[src/rtl/loader_pkg.sv]
`default_nettype none
// ============================================================================
// Module   : loader_pkg
// Purpose  : Shared FSM state type and stream-framing constants for imem_loader.
// Revision : 1.0
// ============================================================================
package loader_pkg;

  typedef enum logic [2:0] {
    ST_IDLE = 3'd0,
    ST_HDR0 = 3'd1,
    ST_HDR1 = 3'd2,
    ST_DATA = 3'd3,
    ST_CHK  = 3'd4,
    ST_DONE = 3'd5,
    ST_ERR  = 3'd6
  } state_t;

  localparam int unsigned c_hdr_bytes  = 2;
  localparam int unsigned c_word_bytes = 4;

endpackage
`default_nettype wire

[src/rtl/byte_packer.sv]
`default_nettype none
// ============================================================================
// Module   : byte_packer
// Purpose  : Packs four accepted bytes little-endian into a word; one-cycle valid.
// Revision : 1.0
// ============================================================================
module byte_packer
  import loader_pkg::*;
(
  input  logic        clk,
  input  logic        rst_n,
  input  logic        i_clr,
  input  logic        i_byte_valid,
  input  logic [7:0]  i_byte,
  output logic [31:0] o_word,
  output logic        o_word_valid
);

  localparam logic [1:0] c_last_lane = 2'(c_word_bytes - 1);

  logic [31:0] r_shift;
  logic [1:0]  r_cnt;
  logic [31:0] r_word;
  logic        r_word_valid;
  logic [31:0] w_shift_nxt;

  // New byte enters at the top so the first byte ends up in bits [7:0].
  assign w_shift_nxt = {i_byte, r_shift[31:8]};

  always_ff @(posedge clk or negedge rst_n) begin
    if (!rst_n) begin
      r_shift      <= '0;
      r_cnt        <= '0;
      r_word       <= '0;
      r_word_valid <= 1'b0;
    end else begin
      r_word_valid <= 1'b0;
      if (i_clr) begin
        r_shift <= '0;
        r_cnt   <= '0;
        r_word  <= '0;
      end else if (i_byte_valid) begin
        r_shift <= w_shift_nxt;
        r_cnt   <= r_cnt + 2'd1;
        if (r_cnt == c_last_lane) begin
          r_word       <= w_shift_nxt;
          r_word_valid <= 1'b1;
        end
      end
    end
  end

  assign o_word       = r_word;
  assign o_word_valid = r_word_valid;

endmodule
`default_nettype wire

[src/rtl/imem_loader.sv]
`default_nettype none
// ============================================================================
// Module   : imem_loader
// Purpose  : Boot loader: byte stream -> checksum-verified imem image; gates CPU reset.
// Revision : 1.0
// ============================================================================
module imem_loader
  import loader_pkg::*;
#(
  parameter int DEPTH  = 64,
  parameter int ADDR_W = 6
) (
  input  logic              clk,
  input  logic              reset,
  input  logic              start,
  input  logic [7:0]        in_data,
  input  logic              in_valid,
  output logic              in_ready,
  output logic              imem_we,
  output logic [ADDR_W-1:0] imem_addr,
  output logic [31:0]       imem_wdata,
  output logic              cpu_reset,
  output logic              done,
  output logic              error
);

  localparam logic [15:0]   c_depth_n  = 16'(DEPTH);
  localparam logic [ADDR_W:0] c_word_one = (ADDR_W+1)'(1);

  state_t             r_state;
  logic               r_in_ready;
  logic [ADDR_W-1:0]  r_addr;
  logic               r_cpu_reset;
  logic               r_done;
  logic               r_error;
  logic [ADDR_W:0]    r_word_cnt;
  logic [ADDR_W:0]    r_nwords;
  logic [1:0]         r_byte_cnt;
  logic [7:0]         r_csum;
  logic [7:0]         r_h0;

  logic               w_accept;
  logic               w_enter_hdr0;
  logic               w_pack_byte;
  logic [15:0]        w_hdr_n;
  logic [ADDR_W:0]    w_word_cnt_nxt;

  assign w_accept       = in_valid && r_in_ready;
  assign w_enter_hdr0   = start && (r_state == ST_IDLE || r_state == ST_DONE || r_state == ST_ERR);
  assign w_pack_byte    = w_accept && (r_state == ST_DATA);
  assign w_hdr_n        = {in_data, r_h0};
  assign w_word_cnt_nxt = r_word_cnt + c_word_one;

  byte_packer u_packer (
    .clk          (clk),
    .rst_n        (reset),
    .i_clr        (w_enter_hdr0),
    .i_byte_valid (w_pack_byte),
    .i_byte       (in_data),
    .o_word       (imem_wdata),
    .o_word_valid (imem_we)
  );

  always_ff @(posedge clk or negedge reset) begin
    if (!reset) begin
      r_state     <= ST_IDLE;
      r_in_ready  <= 1'b0;
      r_addr      <= '0;
      r_cpu_reset <= 1'b1;
      r_done      <= 1'b0;
      r_error     <= 1'b0;
      r_word_cnt  <= '0;
      r_nwords    <= '0;
      r_byte_cnt  <= '0;
      r_csum      <= '0;
      r_h0        <= '0;
    end else begin
      case (r_state)
        ST_IDLE, ST_DONE, ST_ERR: begin
          if (start) begin
            r_state     <= ST_HDR0;
            r_in_ready  <= 1'b1;
            r_cpu_reset <= 1'b1;
            r_done      <= 1'b0;
            r_error     <= 1'b0;
            r_word_cnt  <= '0;
            r_byte_cnt  <= '0;
            r_csum      <= '0;
          end
        end
        ST_HDR0: begin
          if (w_accept) begin
            r_h0    <= in_data;
            r_state <= ST_HDR1;
          end
        end
        ST_HDR1: begin
          if (w_accept) begin
            if (w_hdr_n > c_depth_n) begin
              r_state    <= ST_ERR;
              r_in_ready <= 1'b0;
              r_error    <= 1'b1;
            end else begin
              r_nwords <= w_hdr_n[ADDR_W:0];
              r_state  <= (w_hdr_n == 16'd0) ? ST_CHK : ST_DATA;
            end
          end
        end
        ST_DATA: begin
          if (w_accept) begin
            r_csum     <= r_csum ^ in_data;
            r_byte_cnt <= r_byte_cnt + 2'd1;
            // The packer emits this word next cycle; latch its address alongside.
            if (r_byte_cnt == 2'd3) begin
              r_addr     <= r_word_cnt[ADDR_W-1:0];
              r_word_cnt <= w_word_cnt_nxt;
              if (w_word_cnt_nxt == r_nwords) begin
                r_state <= ST_CHK;
              end
            end
          end
        end
        ST_CHK: begin
          if (w_accept) begin
            r_in_ready <= 1'b0;
            if (in_data == r_csum) begin
              r_state     <= ST_DONE;
              r_done      <= 1'b1;
              r_cpu_reset <= 1'b0;
            end else begin
              r_state <= ST_ERR;
              r_error <= 1'b1;
            end
          end
        end
        default: begin
          r_state    <= ST_IDLE;
          r_in_ready <= 1'b0;
        end
      endcase
    end
  end

  assign in_ready  = r_in_ready;
  assign imem_addr = r_addr;
  assign cpu_reset = r_cpu_reset;
  assign done      = r_done;
  assign error     = r_error;

endmodule
`default_nettype wire

[config.mk]
export PLATFORM = sky130hd
export DESIGN_NAME = imem_loader
export DESIGN_NICKNAME = d
export VERILOG_FILES = /design/src/rtl/loader_pkg.sv /design/src/rtl/byte_packer.sv /design/src/rtl/imem_loader.sv
export SDC_FILE = /design/constraint.sdc
export NUM_CORES = 1
export LEC_CHECK = 0
export ABC_AREA = 1
export BUFFER_PORTS_ARGS = -buffer_cell sky130_fd_sc_hd__buf_2
export CAP_MARGIN = 20
export CORE_ASPECT_RATIO = 1.5
export CORE_MARGIN = 2
export CORE_UTILIZATION = 53
export CTS_CLUSTER_SIZE = 40
export DETAILED_ROUTE_END_ITERATION = 10
export PLACE_DENSITY = 0.74
export SLEW_MARGIN = 25
export SYNTH_ARGS = -nofsm -noshare
export SYNTH_HDL_FRONTEND = slang
export SYNTH_SLANG_ARGS = --single-unit
[constraint.sdc]
create_clock -name clk -period 1.9 [get_ports clk]
set_input_delay 0.285 -clock clk [delete_from_list [all_inputs] [get_ports clk]]
set_output_delay 0.285 -clock clk [all_outputs]
set_load 0.005 [all_outputs]
[Word-level counts from Yosys, hierarchy flattened]
Index checks and enable logic that the tools add are counted.
Word-level totals
  RAM bits: 0
  output and inout bits: 43
  memories kept: 0
  flip-flop bits (word level): 112
  memory bits (read-only): 0
  latch bits: 0
  bits of input ports: 12
  logic and storage cells: 114
Cells by class
  multiplexer cells: 48
  reductions and logical operators: 24
  div/mod/pow operators: 0
  shift operators: 0
  $mul: 0
  $lt $le $gt $ge: 1
  bitwise gates (word level): 3
  equal/unequal tests: 20
  $add $sub $neg: 3
Operators with widths (number)
  $mux W32: 5
  $mux W3: 9
  $mux W7: 3
  $gt A16 B7 Y1 const B: 1
  $logic_not A16 Y1: 1
  $mux W1: 16
  $mux W8: 2
  $ne A2 B2 Y1 const B: 8
  $pmux W8 S2: 1
  $pmux W3 S5: 1
  $pmux W7 S2: 1
  $mux W2: 5
  $eq A3 B3 Y1 const B: 3
  $reduce_and A3 Y1: 3
  $eq A8 B8 Y1: 1
  $reduce_and A4 Y1: 2
  $reduce_bool A2 Y1: 4
  $xor A8 B8 Y8: 1
  $add A7 B1 Y7 const B: 1
  $eq A7 B7 Y1: 1
  $reduce_and A7 Y1: 1
  $eq A3 B2 Y1 const B: 2
  $reduce_and A6 Y1: 1
  $reduce_and A5 Y1: 1
  16 further kinds: 25

[Logic depth before layout (Yosys ltp)]
Gate-level depths: netlist (run 1).
  word-level depth: 6
  depth in mapped cells: 14
  mapped depth without buffers: 14

[By module]
Synthesis (run 1) repeated with hierarchy kept, for this count alone.
Second synthesis, totals
  cell total of the unflattened synthesis: 576
  area, all modules: 4775.8 um^2
By module, submodules not included
  byte_packer: sequential area each 1476.4 um^2, area each 2487.4 um^2, instances 1, cells an instance 296
  imem_loader: sequential area each 1127.3 um^2, area each 2288.4 um^2, instances 1, cells an instance 280

[Worst setup path after synthesis (run 1)]
Ideal clock, no wire load.
  path type: reg2reg
  start: reg r_word_cnt[0]
  end: reg r_state[2]
  path slack: 0.258 ns
  arrival time: 1.525 ns
  period minus slack after synthesis: 1.642 ns
  cell stages (with the launch flop): 15
  path through: dfrtp_1 > ha_1 > nand2_1 > nor2_1 > nand2_1 > nand2_1 > nand2_1 > nand2_1 > nand2_1 > nor2_1 > nand2_1 > nand2_1 > nand2_2 > nand2_1 > nand2_1
Between the ends
  cells in the longest elaborated chain, start to end: 4
RTL lines
  start: declaration: RTL line imem_loader.sv:36  | logic [ADDR_W:0] r_word_cnt;
  start signal: assignment: RTL line imem_loader.sv:116  | r_word_cnt <= w_word_cnt_nxt;
  $add A7 B1 Y7: RTL line imem_loader.sv:52  | assign w_word_cnt_nxt = r_word_cnt + c_word_one;
  $eq A7 B7 Y1: RTL line imem_loader.sv:117  | if (w_word_cnt_nxt == r_nwords) begin
  $ne A2 B1 Y1 (no line)
  $reduce_and A7 Y1 (no line)
  end signal: assignment: RTL line imem_loader.sv:105  | r_state <= (w_hdr_n == 16'd0) ? ST_CHK : ST_DATA;
  end: declaration: RTL line imem_loader.sv:30  | state_t r_state;
No other way between the ends.
A chain may end at the register's enable or synchronous reset.

[Worst setup path after layout (run 1)]
  start: reg r_state[1]
  end: reg u_packer.r_shift[21]
Between the ends
  cells in the longest elaborated chain, start to end: 5
  elaborated cells on any way between the ends: 10
  classes of those cells: eq/ne (3); mux (1); reduce/logical (6)
RTL lines
  $eq A3 B3 Y1 / $logic_not A3 Y1 (equally long branches): RTL line imem_loader.sv:49  | assign w_enter_hdr0 = start && (r_state == ST_IDLE || r_state == ST_DONE || r_state == ST_ERR);
  $logic_or A1 B1 Y1 (2 in a row): RTL line imem_loader.sv:49
  $logic_and A1 B1 Y1: RTL line imem_loader.sv:49
  $mux W32 / $reduce_bool A2 Y1 (equally long branches)
  end signal: assignment: RTL line byte_packer.sv:43  | r_shift <= w_shift_nxt;
  end: declaration: RTL line byte_packer.sv:21  | logic [31:0] r_shift;
Parallel ways exist; a longest one is shown, timed or not.

==> results of run 1 <==
cell usage in the layout (no fill, tap or decap), drive strengths merged:
cell / instances
clkbuf: 12
nor3: 2
bufinv: 1
ha: 3
o22ai: 4
nand4: 7
dfrtp: 103
buf: 65
nand3: 51
inv: 69
clkinv: 3
nand2: 145
nand3b: 4
o21ai: 46
xor2: 3
clkinvlp: 1
dfstp: 1
a21oi: 1
a31oi: 1
xnor2: 5
nor2: 16
or2: 1
a22o: 2
a22oi: 25
dlygate4sd3: 1
registers in the layout, summed over array words and instances (netlist names):
register	flops
u_packer.r_shift	24
u_packer.r_cnt	2
cpu_reset	1
r_csum	8
r_byte_cnt	2
error	1
r_word_cnt	7
done	1
in_ready	1
r_nwords	7
u_packer.o_word	32
imem_addr	6
r_h0	8
r_state	3
u_packer.o_word_valid	1
cell families (layout without fill, tap and decap cells):
logic type	Yosys count	in the layout	synth area share, %
simple gates	226	226	21.7
compound gates	79	79	11.0
xor+xnor	8	8	1.50
buf+inv	89	152	9.30
flops	104	104	55.6
fa+ha+maj	3	3	0.802
worst max-delay path, cell delays in order (launching register included):
cell and delay, ns:
dfrtp_1 0.41, nand2_1 0.15, nor2_4 0.21, inv_2 0.10, nor2_8 0.13, inv_4 0.09
nand2_4 0.09, inv_4 0.07, buf_12 0.15, a22oi_1 0.16, inv_1 0.07
stage by stage:
step	hold slack (ns)	util (%)	power, mW	worst slack, ns
2_1_floorplan	-0.0106	-	3.74	0.258
3_3_place_gp	0.259	58.0	4.09	0.210
3_5_place_dp	0.268	58.0	4.15	0.0878
4_1_cts	0.208	61.8	6.09	0.0724
5_1_grt	0.228	62.1	6.41	-0.0732
6_report	0.222	62.1	6.07	0.151
power by group:
part / switching [mW] / total [mW] / internal, mW
sequential: 0.192 / 2.66 / 2.47
combinational: 0.946 / 1.47 / 0.522
clock: 0.811 / 1.94 / 1.13
worst paths after layout:
check,start,to,slack (ns),cells past startpoint
setup / recovery,r_state[1],u_packer.r_shift[21],0.15,10
hold / removal,in_data[2],u_packer.r_shift[26],0.22,3
setup reg to reg,r_state[1],u_packer.r_shift[21],0.15,10
hold reg to reg,cpu_reset,cpu_reset,0.47,2
max in group asynchronous,reset,u_packer.r_shift[14],0.86,3
min in group asynchronous,reset,imem_addr[0],0.43,2
metal layers:
| metal | GRT usage [%] | up-vias | routed length (um) |
|---|---|---|---|
| met2 | 38.6 | 76 | 5300 |
| met1 | 28.3 | 1775 | 4120 |
| met4 | 10.8 | 0 | 306 |
| met5 | 0 | - | 0 |
| met3 | 5.15 | 25 | 354 |
| li1 | - | 1767 | - |
cell type report:
| class | count | area, um^2 |
|---|---|---|
| timing repair buffer | 66 | 415 |
| clock buffer | 12 | 267 |
| multi-input combinational | 316 | 1670 |
| inverter | 70 | 275 |
| sequential | 104 | 2600 |
| tap | 110 | 138 |
| fill | 761 | 3310 |
| clock inverter | 4 | 51.3 |
what timing repair did:
item	in CTS	in global routing
setup endpoints to repair	0	5
hold buffers	1	0
resized for setup	0	13
hold endpoints to repair	28	0
==> flow_summary_export.csv, run 1 <==
group,metric,value,unit
run_status,outcome,"complete, no violations",
worst_setup_path,criticalPathCategory,"reg -> reg",
job,cap_violations,0,
layout,layout.nets,582,
sta,tightest_slew,0.470,ns
grt,grt_pass1_vias,3652,
sta,hold_violations,0,
worst_setup_path,arrival,1.98,ns
layout,diodes,0,
synthesis,synth_area_leaders,"dfrtp_1 (55%), nand2_1 (11%), nand3_1 (5.3%), inv_1 (5.1%), a22oi_1 (3.9%)",
clocking,clk-insertion-delay-late,0.35,ns
synthesis,yosysWarnings,0,
placement,io_buffer_count,54,
sta,setup_viol,0,
route,drt_iter0_drc,226,
pwr,p_leak,3.04,nW
route,wl_per_cell,14.8,um
clocking,cts_setup_buffers,0,
sta,maxSlewViolCount,0,
synthesis,synth_flop_cell,"dfrtp_1",
route,dr.pass1.iters,4,
layout,drive_gt1_share,20.3,%
clocking,tritoncts,"done",
layout,finalNonFillerCells,682,
grt,grtUsageTotal,23.2,%
sta,finalClockSkew,0.00915,ns
floorplan,core,0.00872,mm^2
clocking,ctsHtreeMaxLevel,3,
route,drc,0,
pwr,p_per_area,1120,mW/mm^2
placement,dpl.hpwl,7180,um
grt,grt_overflow,0,
floorplan,start_util,53.6,%
synthesis,synth.avg_cell_area,9.19,um^2
synthesis,synth_common_cells,"nand2_1 (141), dfrtp_1 (103), inv_1 (64)",
floorplan,top_level_ports,55,
clocking,clk_pin_slew,0.07,ns
synthesis,ys_types,37,
synthesis,ys_seq_area_share,55.6,%
synthesis,yosysMostFrequentCell,"nand2_1",
hold_path,hp-class,"in -> reg",
sta,post-route-period-util,92.0,%
grt,antenna_found_initial,0,
grt,grt_max_degree,46,
worst_setup_path,required,2.13,ns
clocking,cts_root_buf,"clkbuf_16",
layout,area_growth,15.7,%
grt,grt_pass1_wl,17100,um
route,wl,10100,um
synthesis,yosysTopAreaCellShare,55.1,%
floorplan,die_area,0.00961,mm^2
floorplan,die_y,119,um
placement,dp_cells,665,
floorplan,row_count,42,
synthesis,synth-async-reset-ratio,100,%
clocking,cts_buffers,9,
clocking,clock_path_buffers,2,
placement,place_congestion,0.815,
pwr,peakVddDrop,0.000688,V
synthesis,synth_edf_count,0,
synthesis,synth-seq-cells,104,
placement,postPlaceCellArea,0.00506,mm^2
sta,rsz0062_at_grt,"true",
layout,final_area,0.00542,mm^2
sta,fmax,572,MHz
synthesis,synth_nets,524,
sta,tns,0,ns
synthesis,netlist_instances,509,
worst_setup_path,start_kind,"flop",
worst_setup_path,endpoint_kind,"flop",
clocking,cts_sinks,104,
synthesis,yosysTopAreaCell,"dfrtp_1",
route,vias,3643,
route,avgViaCountPerCell,5.34,
sta,min_period,1.75,ns
floorplan,die_w,80.7,um
worst_setup_path,crit_fanout,14,
sta,slew_headroom,68.7,%
route,postRouteAntennaNets,0,
synthesis,syn-cell-area,0.00468,mm^2
No activity file was read; power rests on OpenSTA's default activity.
==> run 2: changes to the inputs <==
--- a/config.mk
+++ b/config.mk
@@ -8,12 +8,14 @@
 export ABC_AREA = 1
 export BUFFER_PORTS_ARGS = -buffer_cell sky130_fd_sc_hd__buf_2
 export CAP_MARGIN = 20
+export CELL_PAD_IN_SITES_DETAIL_PLACEMENT = 1
+export CELL_PAD_IN_SITES_GLOBAL_PLACEMENT = 2
 export CORE_ASPECT_RATIO = 1.5
 export CORE_MARGIN = 2
-export CORE_UTILIZATION = 53
+export CORE_UTILIZATION = 36
 export CTS_CLUSTER_SIZE = 40
 export DETAILED_ROUTE_END_ITERATION = 10
-export PLACE_DENSITY = 0.74
+export PLACE_DENSITY_LB_ADDON = 0.1
 export SLEW_MARGIN = 25
 export SYNTH_ARGS = -nofsm -noshare
 export SYNTH_HDL_FRONTEND = slang
==> flow_summary_export.csv, run 2 (same netlist as run 1, synthesis figures left out) <==
group,metric,value,unit
pwr,pwr-share-comb,24.4,%
placement,dpl.hpwl,8520,um
clocking,clk_pin_slew,0.07,ns
floorplan,die_w,97.1,um
placement,place_congestion,0.745,
pwr,intPower,3.95,mW
placement,postPlaceCellArea,0.00514,mm^2
sta,rsz0062_at_grt,"true",
sta,slew_headroom,66.2,%
grt,grt_max_degree,59,
pwr,swShare,33.6,%
route,drt_iter0_drc,110,
job,cap_violations,0,
route,topRoutingLayerUsed,"met4",
worst_setup_path,critPathSlowestCell,"dfrtp_1",
grt,grt_pass1_vias,3878,
route,vias,3589,
pwr,clkPwrFrac,30.8,%
layout,final_area,0.00546,mm^2
clocking,clock_path_buffers,2,
layout,multiInputGateArea,0.00166,mm^2
pwr,p_per_area,1090,mW/mm^2
route,met3WireLength,266,um
clocking,tritoncts,"done",
layout,area.sequential,0.00260,mm^2
layout,final.fill_count,1487,
floorplan,core,0.0128,mm^2
route,wl_per_cell,16.2,um
grt,grtUsageTotal,18.1,%
sta,fmax,581,MHz
layout,mostFrequentLayoutCells,"nand2_1 (139), dfrtp_1 (103), inv_1 (63)",
worst_setup_path,crit_fanout,5,
worst_setup_path,criticalPathCategory,"reg -> reg",
clocking,cts_root_buf,"clkbuf_16",
clocking,cts_sinks,104,
layout,drive_gt1_share,19.6,%
grt,antenna_found_initial,0,
sta,maxSlewViolCount,0,
clocking,cts_buffers,9,
layout,layout_commonest_cell,"nand2_1",
worst_setup_path,slowest_delay,0.43,ns
route,dr.pass1.iters,4,
layout,largest_register_ffs,32,
sta,tightest_slew,0.506,ns
pwr,p_switching,2.00,mW
floorplan,start_util,36.5,%
route,wl,11800,um
worst_setup_path,cp-startpoint,"r_word_cnt[1]",
sta,post-route-period-util,90.6,%
sta,hold_violations,0,
worst_setup_path,endpoint_kind,"flop",
hold_path,worstHoldStart,"in_data[2]",
route,drc,0,
clocking,ctsHtreeMaxLevel,3,
worst_setup_path,arrival,1.95,ns
layout,diodes,0,
pwr,peakVddDrop,0.000469,V
layout,area_growth,16.7,%
route,avgViaCountPerCell,4.92,
sta,min_period,1.72,ns
run_status,outcome,"complete, no violations",
sta,setup_viol,0,
placement,dp_cells,715,
placement,io_buffer_count,54,
route,postRouteAntennaNets,0,
route,wl_met1,4910,um
pwr,seqPwrFrac,44.8,%
layout,layout.nets,583,
layout,finalNonFillerCells,730,
sta,finalClockSkew,0.00910,ns
hold_path,hp-class,"in -> reg",
worst_setup_path,reg2reg_from,"r_word_cnt[1]",
floorplan,top_level_ports,55,
grt,grt_pass1_wl,20000,um
pwr,p_leak,3.01,nW
worst_setup_path,crit_chain,"ha_4 -> nand2_2 -> nor2_2 -> nand2_1 -> nand2_1 -> nand2_1 -> nand2_1 -> nand2_1 -> nor2_1 -> nand2_1 -> nand2_2 -> nand2_2 -> nand2_1 -> nand2_1",
worst_setup_path,start_kind,"flop",
grt,grt_overflow,0,
floorplan,die_y,144,um
clocking,clk-insertion-delay-late,0.34,ns
route,wl_met2,6470,um
floorplan,die_area,0.0139,mm^2
worst_setup_path,path_common_cell,"nand2_1",
worst_setup_path,required,2.13,ns
pwr,total_power,5.95,mW
floorplan,row_count,51,
## run 2: worst max-delay path: cells and delay by family (launching register included)
| family | cells | cell delay [ns] |
|---|---|---|
| fa+ha+maj | 1 | 0.16 |
| flops | 1 | 0.43 |
| simple gates | 13 | 1.04 |
## run 2: cell type report
type	instances	share of cell area, %
inverter	70	5.00
clock buffer	9	4.13
tap	159	3.64
sequential	104	47.7
clock inverter	5	1.10
timing repair buffer	67	7.98
multi-input combinational	316	30.5
## run 2: repair_timing
| item | 4_1_cts | 5_1_grt |
|---|---|---|
| gates resized for setup | 0 | 7 |
| hold buffers | 1 | 0 |
| endpoints found under the hold margin | 103 | 0 |
| buffers inserted | 0 | 0 |
| setup endpoints to repair | 0 | 3 |
## run 2: path summary, 6_finish.rpt
check	to	slack [ns]	cells after the start
max in group asynchronous	u_packer.o_word[16]	1.13	3
hold / removal	u_packer.r_shift[26]	0.23	3
hold reg to reg	cpu_reset	0.46	2
min in group asynchronous	imem_addr[4]	0.47	3
setup / recovery	r_state[0]	0.18	14
setup reg to reg	r_state[0]	0.18	14
## run 2: metal layers
layer / up-vias / GRT usage, %
met5: - / 0
met4: 0 / 5.56
met3: 9 / 3.26
met2: 34 / 33.8
met1: 1787 / 21.1
li1: 1759 / -
## run 2: metrics by stage
| step | setup WS, ns | util, % | TNS, ns | hold WS (ns) |
|---|---|---|---|---|
| 2_1_floorplan | 0.258 | - | 0 | -0.0106 |
| 3_3_place_gp | 0.188 | 40.1 | 0 | 0.309 |
| 3_5_place_dp | 0.0643 | 40.1 | 0 | 0.310 |
| 4_1_cts | 0.0450 | 42.4 | 0 | 0.214 |
| 5_1_grt | -0.0505 | 42.6 | -0.127 | 0.249 |
| 6_report | 0.178 | 42.6 | 0 | 0.228 |
## run 2: power by group through the flow
stage	sequential, mW	combinational, mW	clock (mW)
after detailed placement	2.71	1.47	0
final	2.67	1.45	1.83
after CTS	2.67	1.48	1.91
after global placement	2.70	1.44	0
after floorplan	2.66	1.08	0
after global routing	2.71	1.67	1.98
==> run 3: changes to the inputs <==
--- a/config.mk
+++ b/config.mk
@@ -5,7 +5,7 @@
 export SDC_FILE = /design/constraint.sdc
 export NUM_CORES = 1
 export LEC_CHECK = 0
-export ABC_AREA = 1
+export ABC_AREA = 0
 export BUFFER_PORTS_ARGS = -buffer_cell sky130_fd_sc_hd__buf_2
 export CAP_MARGIN = 20
 export CELL_PAD_IN_SITES_DETAIL_PLACEMENT = 1
==> flow_summary_export.csv, run 3 <==
group,metric,value,unit
layout,layout_commonest_cell,"nand2_1",
grt,grt_pass1_vias,4396,
layout,area.sequential,0.00260,mm^2
worst_setup_path,arrival,2.40,ns
layout,post-route-util,46.7,%
placement,postPlaceCellArea,0.00563,mm^2
synthesis,synth_nets,517,
layout,layout.nets,613,
hold_path,hp-class,"in -> reg",
clocking,clk_pin_slew,0.07,ns
run_status,outcome,"finished, violations left",
placement,place_congestion,0.872,
worst_setup_path,crit_chain,"or4_4 -> o31a_1 -> or4_4 -> mux2_4",
route,wl,14300,um
synthesis,synth-async-reset-ratio,100,%
synthesis,yosysTopAreaCell,"dfrtp_1",
pwr,peakVddDrop,0.000471,V
synthesis,synth_area_leaders,"dfrtp_1 (54%), nand2_1 (10%), o21ai_0 (6.8%), mux2_2 (3.3%), a21oi_1 (3.1%)",
sta,post-route-period-util,114,%
sta,min_period,2.16,ns
layout,drive_gt1_share,28.0,%
route,drt_iter0_drc,134,
synthesis,synth_flop_cell,"dfrtp_1",
floorplan,core,0.0130,mm^2
pwr,p_leak,2.90,nW
layout,area_growth,26.7,%
route,avgViaCountPerCell,5.27,
floorplan,row_count,51,
sta,finalClockSkew,0.00616,ns
sta,slew_headroom,67.6,%
clocking,tritoncts,"done",
layout,mostFrequentLayoutCells,"nand2_1 (131), dfrtp_1 (103), o21ai_0 (64)",
clocking,clock_path_buffers,2,
synthesis,netlist_instances,502,
layout,largest_register_ffs,32,
sta,rsz0062_at_grt,"true",
layout,finalNonFillerCells,762,
job,cap_violations,0,
placement,dp_cells,740,
pwr,p_per_area,1180,mW/mm^2
floorplan,start_util,36.9,%
pwr,pwr-share-comb,32.8,%
placement,io_buffer_count,54,
worst_setup_path,required,2.14,ns
worst_setup_path,start_kind,"flop",
route,postRouteAntennaNets,0,
grt,antenna_found_initial,0,
sta,worst_slack,-0.261,ns
synthesis,yosysMostFrequentCell,"nand2_1",
clocking,cts_sinks,104,
synthesis,syn-cell-area,0.00477,mm^2
grt,grtUsageTotal,21.1,%
worst_setup_path,criticalPathCategory,"reg -> reg",
pwr,seqPwrFrac,40.6,%
placement,post-place-ws,-0.388,ns
worst_setup_path,crit_family,"simple AND/OR/NAND/NOR gates",
grt,grt_max_degree,49,
floorplan,die_area,0.0142,mm^2
synthesis,ys_seq_area_share,54.5,%
layout,diodes,0,
sta,whs,0.285,ns
synthesis,synth.avg_cell_area,9.51,um^2
worst_setup_path,crit_fanout,7,
clocking,clk-insertion-delay-late,0.35,ns
pwr,clkPwrFrac,26.6,%
floorplan,die_y,145,um
sta,hold_violations,0,
grt,grt_overflow,0,
synthesis,yosysTopAreaCellShare,54.0,%
pwr,p_switching,2.48,mW
synthesis,synth-seq-cells,104,
clocking,ctsHtreeMaxLevel,3,
run_status,violations,"negative setup slack",
synthesis,synth_common_cells,"nand2_1 (131), dfrtp_1 (103), o21ai_0 (65)",
worst_setup_path,critPathSlowestCell,"or4_4",
pwr,swShare,34.8,%
synthesis,yosysWarnings,0,
synthesis,synth_edf_count,0,
layout,final_area,0.00605,mm^2
route,wl_per_cell,18.7,um
sta,setup_viol,10,
worst_setup_path,slowest_delay,0.54,ns
sta,fmax,463,MHz
pwr,intPower,4.65,mW
route,dr.pass1.iters,4,
layout,multiInputGateArea,0.00211,mm^2
worst_setup_path,endpoint_kind,"flop",
placement,dpl.hpwl,10300,um
pwr,total_power,7.13,mW
floorplan,die_w,98.0,um
sta,tightest_slew,0.486,ns
layout,final.fill_count,1517,
clocking,cts_buffers,9,
sta,maxSlewViolCount,0,
route,drc,0,
floorplan,top_level_ports,55,
worst_setup_path,path_buf_inv,0,
synthesis,ys_types,48,
sta,tns,-1.98,ns
grt,grt_pass1_wl,23400,um
worst_setup_path,path_common_cell,"or4_4",
clocking,cts_root_buf,"clkbuf_16",
route,vias,4018,
[run 3: cell types whose count changed after synthesis, moves of 14 or more]
cell | before | now
nand3_1 | 50 | 8
clkbuf_1 | 2 | 29
a21oi_1 | 1 | 30
mux2_2 | 0 | 14
inv_1 | 64 | 2
a22oi_1 | 24 | 0
o21ai_0 | 30 | 65
[run 3: worst paths after layout]
kind | start | endpoint | slack (ns) | cells past startpoint
setup / recovery | r_h0[2] | r_nwords[0] | -0.26 | 4
hold / removal | in_data[6] | r_h0[6] | 0.28 | 2
max in group asynchronous | reset | r_csum[5] | 0.85 | 3
setup reg to reg | r_h0[2] | r_nwords[0] | -0.26 | 4
min in group asynchronous | reset | imem_addr[4] | 0.42 | 2
hold reg to reg | error | error | 0.50 | 2
[run 3: layout make-up]
class / instances / share of cell area, %
Inverter: 2 / 0.124
Sequential cell: 104 / 43.0
Timing Repair Buffer: 118 / 13.7
Multi-Input combinational cell: 363 / 34.9
Clock buffer: 10 / 3.78
Clock inverter: 6 / 1.12
Tap cell: 159 / 3.29
[run 3: logic make-up after synthesis]
group           synth area share (%)
compound gates                  14.6
flops                           54.5
xor+xnor                        3.49
buf+inv                         2.93
simple gates                    17.5
mux                             5.92
fa+ha+maj                      0.996
[run 3: what timing repair did]
action                                 CTS  global route
pin swaps                                9             9
buffers inserted                         4             3
setup endpoints to repair               20            18
gates resized for setup                 11             3
endpoints found under the hold margin   24             0
hold buffers                             1             0
[run 3: power by group through the flow]
| stage | Clock, mW | Sequential, mW | Combinational [mW] |
|---|---|---|---|
| 2_1_floorplan | 0 | 2.82 | 1.24 |
| 3_3_place_gp | 0 | 2.91 | 2.11 |
| 3_5_place_dp | 0 | 2.93 | 2.21 |
| 4_1_cts | 1.94 | 2.89 | 2.33 |
| 5_1_grt | 2.03 | 2.95 | 2.60 |
| 6_report | 1.90 | 2.89 | 2.34 |
[run 3: metal layers]
metal	wire, um	up-vias	GRT usage, %
li1	-	1906	-
met1	5790	2057	23.7
met2	7990	38	39.7
met3	252	17	3.66
met5	0	-	0
met4	252	0	6.60
